===== config.mk =====
export PLATFORM = sky130hd
export DESIGN_NAME = instruction_fetch_unit_flat
export DESIGN_NICKNAME = d
export VERILOG_FILES = /design/src/rtl/instruction_fetch_unit_pkg.sv /design/src/rtl/instruction_fetch_unit_if.sv /design/src/rtl/instruction_fetch_unit_fetch_queue.sv /design/src/rtl/instruction_fetch_unit.sv /design/src/flat_wrapper.sv
export SDC_FILE = /design/constraint.sdc
export NUM_CORES = 1
export LEC_CHECK = 0
export ABC_AREA = 1
export CAP_MARGIN = 20
export CORE_MARGIN = 2
export CORE_UTILIZATION = 40
export CTS_BUF_LIST = sky130_fd_sc_hd__clkbuf_8 sky130_fd_sc_hd__clkbuf_16
export DETAILED_ROUTE_END_ITERATION = 6
export PLACE_DENSITY_LB_ADDON = 0.15
export SLEW_MARGIN = 30
export SYNTH_ARGS = -nofsm -noshare
export SYNTH_HDL_FRONTEND = slang
export SYNTH_SLANG_ARGS = --single-unit

===== constraint.sdc =====
create_clock -name clk -period 12 [get_ports clk]
set_clock_uncertainty 0.15 [all_clocks]
set_input_delay 1.8 -clock clk [delete_from_list [all_inputs] [get_ports clk]]
set_output_delay 1.8 -clock clk [all_outputs]
set_load 0.01 [all_outputs]

===== src/rtl/instruction_fetch_unit_pkg.sv =====
`default_nettype none
// ============================================================================
// Module   : instruction_fetch_unit_pkg
// Brief    : Shared widths, constants, the fetch-queue entry layout and a
//            PC alignment helper for the instruction fetch unit.
// Revision : 1.0 - initial release
// ============================================================================
package instruction_fetch_unit_pkg;

    localparam int          c_xlen     = 32;
    localparam int          c_inst_w   = 32;
    localparam logic [31:0] c_reset_pc = 32'h0000_0000;
    localparam logic [31:0] c_nop_inst = 32'h0000_0013;
    localparam int          c_entry_w  = c_xlen + c_inst_w;

    // One queued fetch: the PC in the upper half, the instruction word below.
    typedef struct packed {
        logic [c_xlen-1:0]   pc;
        logic [c_inst_w-1:0] inst;
    } fetch_entry_t;

    // Instructions are word aligned, so the two low address bits are dropped.
    function automatic logic [c_xlen-1:0] align_pc(input logic [c_xlen-1:0] pc);
        return {pc[c_xlen-1:2], 2'b00};
    endfunction

endpackage
`default_nettype wire


===== src/rtl/instruction_fetch_unit_if.sv =====
`default_nettype none
// ============================================================================
// Module   : instruction_fetch_unit_if
// Brief    : Instruction-memory, redirect and decode handshake signals of the
//            fetch unit. The master side is the fetch unit itself.
// Revision : 1.0 - initial release
// ============================================================================
interface instruction_fetch_unit_if #(
    parameter int DEPTH = 4
);
    import instruction_fetch_unit_pkg::*;

    logic [c_xlen-1:0]      imem_pc;
    logic [c_inst_w-1:0]    imem_inst;
    logic                   redirect_valid;
    logic [c_xlen-1:0]      redirect_pc;
    logic                   deq_valid;
    logic                   deq_ready;
    logic [c_inst_w-1:0]    deq_inst;
    logic [c_xlen-1:0]      deq_pc;
    logic [$clog2(DEPTH):0] occupancy;

    modport master (
        output imem_pc,
        input  imem_inst,
        input  redirect_valid,
        input  redirect_pc,
        output deq_valid,
        input  deq_ready,
        output deq_inst,
        output deq_pc,
        output occupancy
    );

    modport slave (
        input  imem_pc,
        output imem_inst,
        output redirect_valid,
        output redirect_pc,
        input  deq_valid,
        output deq_ready,
        input  deq_inst,
        input  deq_pc,
        input  occupancy
    );

endinterface
`default_nettype wire


===== src/rtl/instruction_fetch_unit_fetch_queue.sv =====
`default_nettype none
// ============================================================================
// Module   : fetch_queue
// Brief    : In-order circular queue of fetched entries. Flush empties it
//            without touching storage; reset also zeroes storage.
//            The caller guarantees push only when not full and pop only
//            when not empty.
// Revision : 1.0 - initial release
// ============================================================================
module fetch_queue #(
    parameter int DEPTH = 4,
    parameter int WIDTH = 64
) (
    input  wire logic                     clk,
    input  wire logic                     reset,
    input  wire logic                     push,
    input  wire logic                     pop,
    input  wire logic                     flush,
    input  wire logic [WIDTH-1:0]         wr_data,
    output logic      [WIDTH-1:0]         rd_data,
    output logic      [$clog2(DEPTH):0]   occupancy
);

    localparam int c_ptr_w = $clog2(DEPTH);
    localparam int c_occ_w = c_ptr_w + 1;

    logic [WIDTH-1:0]   r_mem [DEPTH];
    logic [c_ptr_w-1:0] r_wr_ptr;
    logic [c_ptr_w-1:0] r_rd_ptr;
    logic [c_occ_w-1:0] r_occupancy;

    // Storage write, pointer advance (natural wrap, DEPTH is a power of two) and entry count.
    always_ff @(posedge clk or posedge reset) begin
        if (reset) begin
            for (int i = 0; i < DEPTH; i++) begin
                r_mem[i] <= '0;
            end
            r_wr_ptr    <= '0;
            r_rd_ptr    <= '0;
            r_occupancy <= '0;
        end else if (flush) begin
            r_wr_ptr    <= '0;
            r_rd_ptr    <= '0;
            r_occupancy <= '0;
        end else begin
            if (push) begin
                r_mem[r_wr_ptr] <= wr_data;
                r_wr_ptr        <= r_wr_ptr + c_ptr_w'(1);
            end
            if (pop) begin
                r_rd_ptr <= r_rd_ptr + c_ptr_w'(1);
            end
            if (push && !pop) begin
                r_occupancy <= r_occupancy + c_occ_w'(1);
            end else if (pop && !push) begin
                r_occupancy <= r_occupancy - c_occ_w'(1);
            end
        end
    end

    assign rd_data   = r_mem[r_rd_ptr];
    assign occupancy = r_occupancy;

endmodule
`default_nettype wire


===== src/rtl/instruction_fetch_unit.sv =====
`default_nettype none
// ============================================================================
// Module   : instruction_fetch_unit
// Brief    : Drives the fetch PC to a combinational instruction memory,
//            queues {pc, inst} pairs and hands them to decode over a
//            valid/ready handshake. Redirects flush the queue and retarget
//            the fetch PC.
// Revision : 1.0 - initial release
// ============================================================================
module instruction_fetch_unit
    import instruction_fetch_unit_pkg::*;
#(
    parameter int          DEPTH    = 4,
    parameter logic [31:0] RESET_PC = c_reset_pc,
    parameter int          PC_STEP  = 4
) (
    input wire logic                  clk,
    input wire logic                  reset,
    instruction_fetch_unit_if.master  bus
);

    localparam int                 c_occ_w = $clog2(DEPTH) + 1;
    localparam logic [c_occ_w-1:0] c_full  = c_occ_w'(DEPTH);

    logic [c_xlen-1:0]  r_fetch_pc;
    logic               w_push;
    logic               w_pop;
    logic               w_deq_valid;
    logic [c_occ_w-1:0] w_occupancy;
    fetch_entry_t       w_wr_entry;
    fetch_entry_t       w_rd_entry;

    // A redirect blocks both sides of the queue for its cycle. Enqueue looks
    // only at the start-of-cycle count, so a full queue never bypasses.
    assign w_deq_valid = (w_occupancy != '0) && !bus.redirect_valid;
    assign w_pop       = w_deq_valid && bus.deq_ready;
    assign w_push      = (w_occupancy != c_full) && !bus.redirect_valid;

    assign w_wr_entry.pc   = r_fetch_pc;
    assign w_wr_entry.inst = bus.imem_inst;

    fetch_queue #(
        .DEPTH (DEPTH),
        .WIDTH (c_entry_w)
    ) u_fetch_queue (
        .clk       (clk),
        .reset     (reset),
        .push      (w_push),
        .pop       (w_pop),
        .flush     (bus.redirect_valid),
        .wr_data   (w_wr_entry),
        .rd_data   (w_rd_entry),
        .occupancy (w_occupancy)
    );

    // Fetch PC: redirect target wins, otherwise step past each enqueued word.
    always_ff @(posedge clk or posedge reset) begin
        if (reset) begin
            r_fetch_pc <= RESET_PC;
        end else if (bus.redirect_valid) begin
            r_fetch_pc <= align_pc(bus.redirect_pc);
        end else if (w_push) begin
            r_fetch_pc <= r_fetch_pc + c_xlen'(PC_STEP);
        end
    end

    assign bus.imem_pc   = r_fetch_pc;
    assign bus.deq_valid = w_deq_valid;
    assign bus.deq_inst  = w_rd_entry.inst;
    assign bus.deq_pc    = w_rd_entry.pc;
    assign bus.occupancy = w_occupancy;

endmodule
`default_nettype wire

===== src/flat_wrapper.sv =====
// flat-port wrapper written by rule: the top's interface ports become plain ports
module instruction_fetch_unit_flat import instruction_fetch_unit_pkg::*;
#(
    parameter int          DEPTH    = 4,
    parameter logic [31:0] RESET_PC = c_reset_pc,
    parameter int          PC_STEP  = 4
)
  (clk, reset, bus_imem_pc, bus_imem_inst, bus_redirect_valid, bus_redirect_pc, bus_deq_valid, bus_deq_ready, bus_deq_inst, bus_deq_pc, bus_occupancy);
  instruction_fetch_unit_if #(.DEPTH(DEPTH)) bus_i ();
  input wire logic clk;
  input wire logic reset;
  output wire logic [$bits(bus_i.imem_pc)-1:0] bus_imem_pc;
  input wire logic [$bits(bus_i.imem_inst)-1:0] bus_imem_inst;
  input wire logic [$bits(bus_i.redirect_valid)-1:0] bus_redirect_valid;
  input wire logic [$bits(bus_i.redirect_pc)-1:0] bus_redirect_pc;
  output wire logic [$bits(bus_i.deq_valid)-1:0] bus_deq_valid;
  input wire logic [$bits(bus_i.deq_ready)-1:0] bus_deq_ready;
  output wire logic [$bits(bus_i.deq_inst)-1:0] bus_deq_inst;
  output wire logic [$bits(bus_i.deq_pc)-1:0] bus_deq_pc;
  output wire logic [$bits(bus_i.occupancy)-1:0] bus_occupancy;
  assign bus_imem_pc = bus_i.imem_pc;
  assign bus_i.imem_inst = bus_imem_inst;
  assign bus_i.redirect_valid = bus_redirect_valid;
  assign bus_i.redirect_pc = bus_redirect_pc;
  assign bus_deq_valid = bus_i.deq_valid;
  assign bus_i.deq_ready = bus_deq_ready;
  assign bus_deq_inst = bus_i.deq_inst;
  assign bus_deq_pc = bus_i.deq_pc;
  assign bus_occupancy = bus_i.occupancy;
  instruction_fetch_unit #(.DEPTH(DEPTH), .RESET_PC(RESET_PC), .PC_STEP(PC_STEP)) u_core (.clk(clk), .reset(reset), .bus(bus_i));
endmodule

-- After elaboration in Yosys (flattened, before gate mapping)
Cells that the tools add are included.
- register bits after elaboration: 295
- latch bits: 0
- RAM bits: 0
- memory bits (read-only): 0
- input bits: 68
- word-level logic and storage cells: 49
- memories kept: 0
- add/sub/neg operators: 5
- $mul: 0
- divide/modulo/power cells: 0
- order comparisons: 3
- equal/unequal tests: 1
- shifts and indexed selects: 0
- multiplexer cells: 15
- bitwise operators: 3
- reductions and logical operators: 14
- operators by type and width (cell ; count):
    bitwise mux 256 bit ; 1
    2-to-1 mux 64 bit ; 3
    binary-select mux 64 bit (select 2 bit) ; 1
    demux 64 bit (select 2 bit) ; 1
    2-to-1 mux 32 bit ; 2
    adder 32 x 3 -> 32 bit, second input constant ; 1
    2-to-1 mux 3 bit ; 3
    2-to-1 mux 2 bit ; 4
    >= comparator 3 bit, second input constant ; 2
    logical AND 1 bit ; 6
    NOT 2 -> 3 bit ; 2
    nonzero test 3 bit ; 2
    adder 2 x 1 -> 2 bit, second input constant ; 2
    nonzero test 2 bit ; 2
    adder 3 x 1 -> 3 bit, second input constant ; 1
    zero test 1 bit ; 3
    < comparator 3 x 1 -> 1 bit, second input constant ; 1
    != test 3 bit, second input constant ; 1
    subtractor 3 x 1 -> 3 bit, second input constant ; 1
    AND reduction 2 bit ; 1
    NOT 1 bit ; 1

-- Logic depth before layout (Yosys ltp)
- depth in word-level cells: 7
- gate-level depth with buffers: 12
- gate-level depth less buffers: 11

-- By module
Synthesis repeated with hierarchy kept, for this count alone.
- cell total of the unflattened synthesis: 1666
- area, all modules: 13714.4 um2
- by module, submodules not included (module ; instances ; cells each ; area an instance (um2)):
    fetch_queue ; 1 ; 1310 ; 11487.3
    instruction_fetch_unit ; 1 ; 356 ; 2227.1

-- Worst setup path before layout
Ideal clock, no wire load.
- path type: input -> output
- start point: in bus_redirect_valid
- end point: out bus_deq_valid
- arrival time: 2317 ps
- slack: 7733 ps
- stages: 3
- cell sequence: buf_2 buf_4 a21oi_1
- word-level cells in the longest chain between the ends: 2
- ends and longest elaborated chain (what ; line ; RTL):
    start, declared ; flat_wrapper.sv:14 ; input wire logic [$bits(bus_i.redirect_valid)-1:0] bus_redirect_valid;
    zero test 1 bit ; instruction_fetch_unit.sv:35 ; assign w_deq_valid = (w_occupancy != '0) && !bus.redirect_valid;
    logical AND 1 bit ; instruction_fetch_unit.sv:35 ;
    end, declared ; flat_wrapper.sv:16 ; output wire logic [$bits(bus_i.deq_valid)-1:0] bus_deq_valid;
Every way passes these cells.

-- Worst setup path in the final report
- start point: reg u_core.u_fetch_queue.r_rd_ptr[0]
- end point: out bus_deq_pc[17]
- word-level cells in the longest chain between the ends: 4
- ends and longest elaborated chain (what ; line ; RTL):
    start, declared ; instruction_fetch_unit_fetch_queue.sv:29 ; logic [c_ptr_w-1:0] r_rd_ptr;
    start signal, assigned ; instruction_fetch_unit_fetch_queue.sv:51 ; r_rd_ptr <= r_rd_ptr + c_ptr_w'(1);
    NOT 2 -> 3 bit (implied by the code) ; instruction_fetch_unit_fetch_queue.sv:61 ; assign rd_data = r_mem[r_rd_ptr];
    binary-select mux 64 bit (select 2 bit) ; instruction_fetch_unit_fetch_queue.sv:61 ;
    2-to-1 mux 64 bit (implied by the code) (2 in series) ; instruction_fetch_unit_fetch_queue.sv:61 ;
    end, declared ; flat_wrapper.sv:19 ; output wire logic [$bits(bus_i.deq_pc)-1:0] bus_deq_pc;
Every way passes these cells. The select of a mux whose other input is x is not followed.

==> impl_metrics.tcl <==
set metrics [dict create \
    timing.rr.end "u_core.u_fetch_queue.r_mem[245]$_DFFE_PP0P_" \
    rows 66 \
    regArea_um2 7140 \
    wirelength_met1_um 17300 \
    powerDensity_nw_per_um2 253 \
    synth_cell_types 34 \
    final.period_utilization_pct 47.2 \
    synth-seq-cells 285 \
    drt_wl_total_um 36200 \
    cp_max_fo 75 \
    startpoint_type "flip-flop" \
    dr_wl_met3_um 1960 \
    vias_per_cell 5.15 \
    post-synth-top-count-cell "nand2_1" \
    ir_drop_v 0.000123 \
    drtPass1Iterations 5 \
    worstPathRequired_ns 10.05 \
    holdBufCountCts 0 \
    setup_viol 0 \
    clkSlewWorstSetupHoldPaths_ns 0.06 \
    hold-path-endpoint "u_core.u_fetch_queue.r_mem[111]$_DFFE_PP0P_" \
    p_leak_nw 7.37 \
    die_area_um2 34800 \
    cts.sinks 285 \
    p_int_mw 2.60 \
    crit_slowest_cell "buf_4" \
    grt_max_degree 111 \
    cts_root_buffer "clkbuf_16" \
    crit_arrival_ns 3.71 \
    min_from "u_core.u_fetch_queue.r_mem[111]$_DFFE_PP0P_" \
    route.detailed.drc 0 \
    clk-insertion-delay-late_ns 0.50 \
    port-buffer-count 161 \
    tightest_slew_ns 0.823 \
    path_cells "inv_4 -> buf_4 -> o21ai_0 -> o22ai_1 -> clkdlybuf4s50_1" \
    synth_area_leaders "dfrtp_1, o21ai_0, nand2_1" \
    finalCriticalPeriod_ns 5.66 \
    ff2ff_setup_slack_ns 9.22 \
    drive_above_1_share_pct 4.99 \
    cts_max_path_buffers 3 \
    placed_area_um2 15000 \
    synthDominantCellAreaShare_pct 53.5 \
    synth_edf_count 0 \
    grt_util_all_layers_pct 20.8 \
    async_reset_ff_share_pct 100 \
    wl_met2_um 16000 \
    drv_cap 0 \
    critical_path.max_stage_delay_ns 0.76 \
    grt_pass1_vias 10987 \
    ios 168 \
    grt_overflow 0 \
    switching_share_pct 36.0 \
    final_util_pct 49.2 \
    slew_headroom_pct 45.1 \
    post_cts_buffers 0 \
    setup-tns-final_ns 0 \
    stdcell_area_um2 16100 \
    rsz0062_at_grt "false" \
    hold_ws_ns 0.325 \
    hold_class "flip-flop to flip-flop" \
    p_sw_mw 1.46 \
    rr_startpoint "u_core.u_fetch_queue.occupancy[2]$_DFFE_PP0P_" \
    worstSetupEndpointType "output pin" \
    crit_type "flip-flop to output pin" \
    clkPwrFrac_pct 24.3 \
    synth_flop_cell "dfrtp_1" \
    holdPathStages 2 \
    antenna_found_initial 0 \
    cts_buffers 34 \
    seq_power_share_pct 40.1 \
    die_y_um 187 \
    reg2reg_depth 7 \
    fmax_mhz 177 \
    cts_resized 0 \
    status "complete, no violations" \
    fillCellCount 3207 \
    p_comb_share_pct 35.7 \
    syn_area_um2 13300 \
    drt_iter0_markers 887 \
    synth.avg_cell_area_um2 8.25 \
    grt_pass1_wl_um 59000 \
    routabilityCongestion 0.961 \
    start_util_pct 40.7 \
    highest_layer "met4" \
    cts_tree "yes" \
    layout-area-overhead-vs-synth_pct 20.7 \
    yosys_warnings 0 \
    final_nets 1796 \
    drv_slew 0 \
    synth_top_area_cell "dfrtp_1" \
    antenna_left 0 \
    design.core.area_um2 32700 \
    synth_commonest_cells "nand2_1, o21ai_0, dfrtp_1" \
    ys_seq_area_share_pct 53.5 \
    diodes 0 \
    syn_inst 1616 \
    vias 11262 \
    multi_input_area_um2 5220 \
    die_x_um 187 \
    wire_per_inst_um 16.6 \
    hold_violations 0 \
    htreeDepth 2 \
    place_hpwl_um 21300 \
]
per-stage QoR:
stage	std cells	power, mW	setup slack, ns
final	2186	4.06	6.34
after floorplan	1619	2.49	2.19
after CTS	2186	4.11	6.37
after global placement	2127	3.07	6.87
after global routing	2186	4.38	6.17
after detailed placement	2128	3.10	6.86
metal layers:
metal	vias up	track usage [%]
met5	-	0
met4	0	6.44
met3	62	3.08
met2	321	32.9
met1	5361	29.7
li1	5518	-
sequential cells by signal, indices dropped and copies added, names as in the netlist:
name and count:
u_core.bus.imem_pc 30, u_core.u_fetch_queue.occupancy 3, u_core.u_fetch_queue.r_mem 248, u_core.u_fetch_queue.r_rd_ptr 2
u_core.u_fetch_queue.r_wr_ptr 2
logic make-up (layout without fill, tap and decap cells):
| logic type | count (synthesis) | count (layout) | share of synthesized area, % |
|---|---|---|---|
| compound gates | 462 | 462 | 18.1 |
| fa+ha+maj | 6 | 6 | 0.620 |
| flops | 285 | 285 | 53.5 |
| other cells | 1 | 4 | 0.0281 |
| buf+inv | 193 | 318 | 7.35 |
| xor+xnor | 9 | 9 | 0.592 |
| simple gates | 660 | 660 | 19.8 |
worst max-delay path by stage:
stage	start	endpoint	slack, ns	depth (start not counted)
finish	u_core.u_fetch_queue.r_rd_ptr[0]$_DFFE_PP0P_	bus_deq_pc[17]	6.34	5
global route	u_core.u_fetch_queue.r_rd_ptr[0]$_DFFE_PP0P_	bus_deq_pc[19]	6.17	5
floorplan	reset	u_core.bus.imem_pc[10]$_DFFE_PP0N_	2.19	1
CTS	u_core.u_fetch_queue.r_rd_ptr[0]$_DFFE_PP0P_	bus_deq_pc[17]	6.37	5
global placement	bus_redirect_valid	bus_deq_valid	6.87	4
detailed placement	bus_redirect_valid	bus_deq_valid	6.86	4
critical path, delay by kind of cell (launching register included):
family                 cells  cell delay, ns
flip-flops                 1            0.73
AO/OA/AOI/OAI              2            0.52
buffers and inverters      3            1.91
final cells by class:
type	count	share of cell area, %
Multi-Input combinational cell	1141	32.5
Clock buffer	44	6.36
Inverter	88	2.13
Timing Repair Buffer	172	10.8
Sequential cell	285	44.4
Clock inverter	14	0.397
Tap cell	442	3.44
power by group through the flow:
| stage | combinational (mW) | sequential, mW | clock (mW) |
|---|---|---|---|
| floorplan | 0.923 | 1.57 | 0 |
| global placement | 1.44 | 1.63 | 0 |
| detailed placement | 1.47 | 1.63 | 0 |
| CTS | 1.47 | 1.62 | 1.01 |
| global route | 1.64 | 1.68 | 1.05 |
| finish | 1.45 | 1.63 | 0.986 |
cells in the final DEF (no fill, tap or decap), types with 2 or more instances in the layout:
cell and instances:
buf_6 3, nand4_1 2, clkinvlp_4 2, clkbuf_16 37, ha_1 5, inv_2 3, buf_4 6, nand2_2 5
dfrtp_1 283, o21ai_0 377, xor2_1 8, inv_4 2, clkdlybuf4s50_1 161, clkbuf_8 7, o21ai_1 8, nand2_4 5
clkinv_2 3, inv_1 91, nor2_1 179, nand2_1 416, conb_1 4, nand3_1 42, a21oi_1 5, o211ai_1 6
o22ai_1 63, nor3_1 2, nor2_2 5
Power figures use the tool's default switching activity.
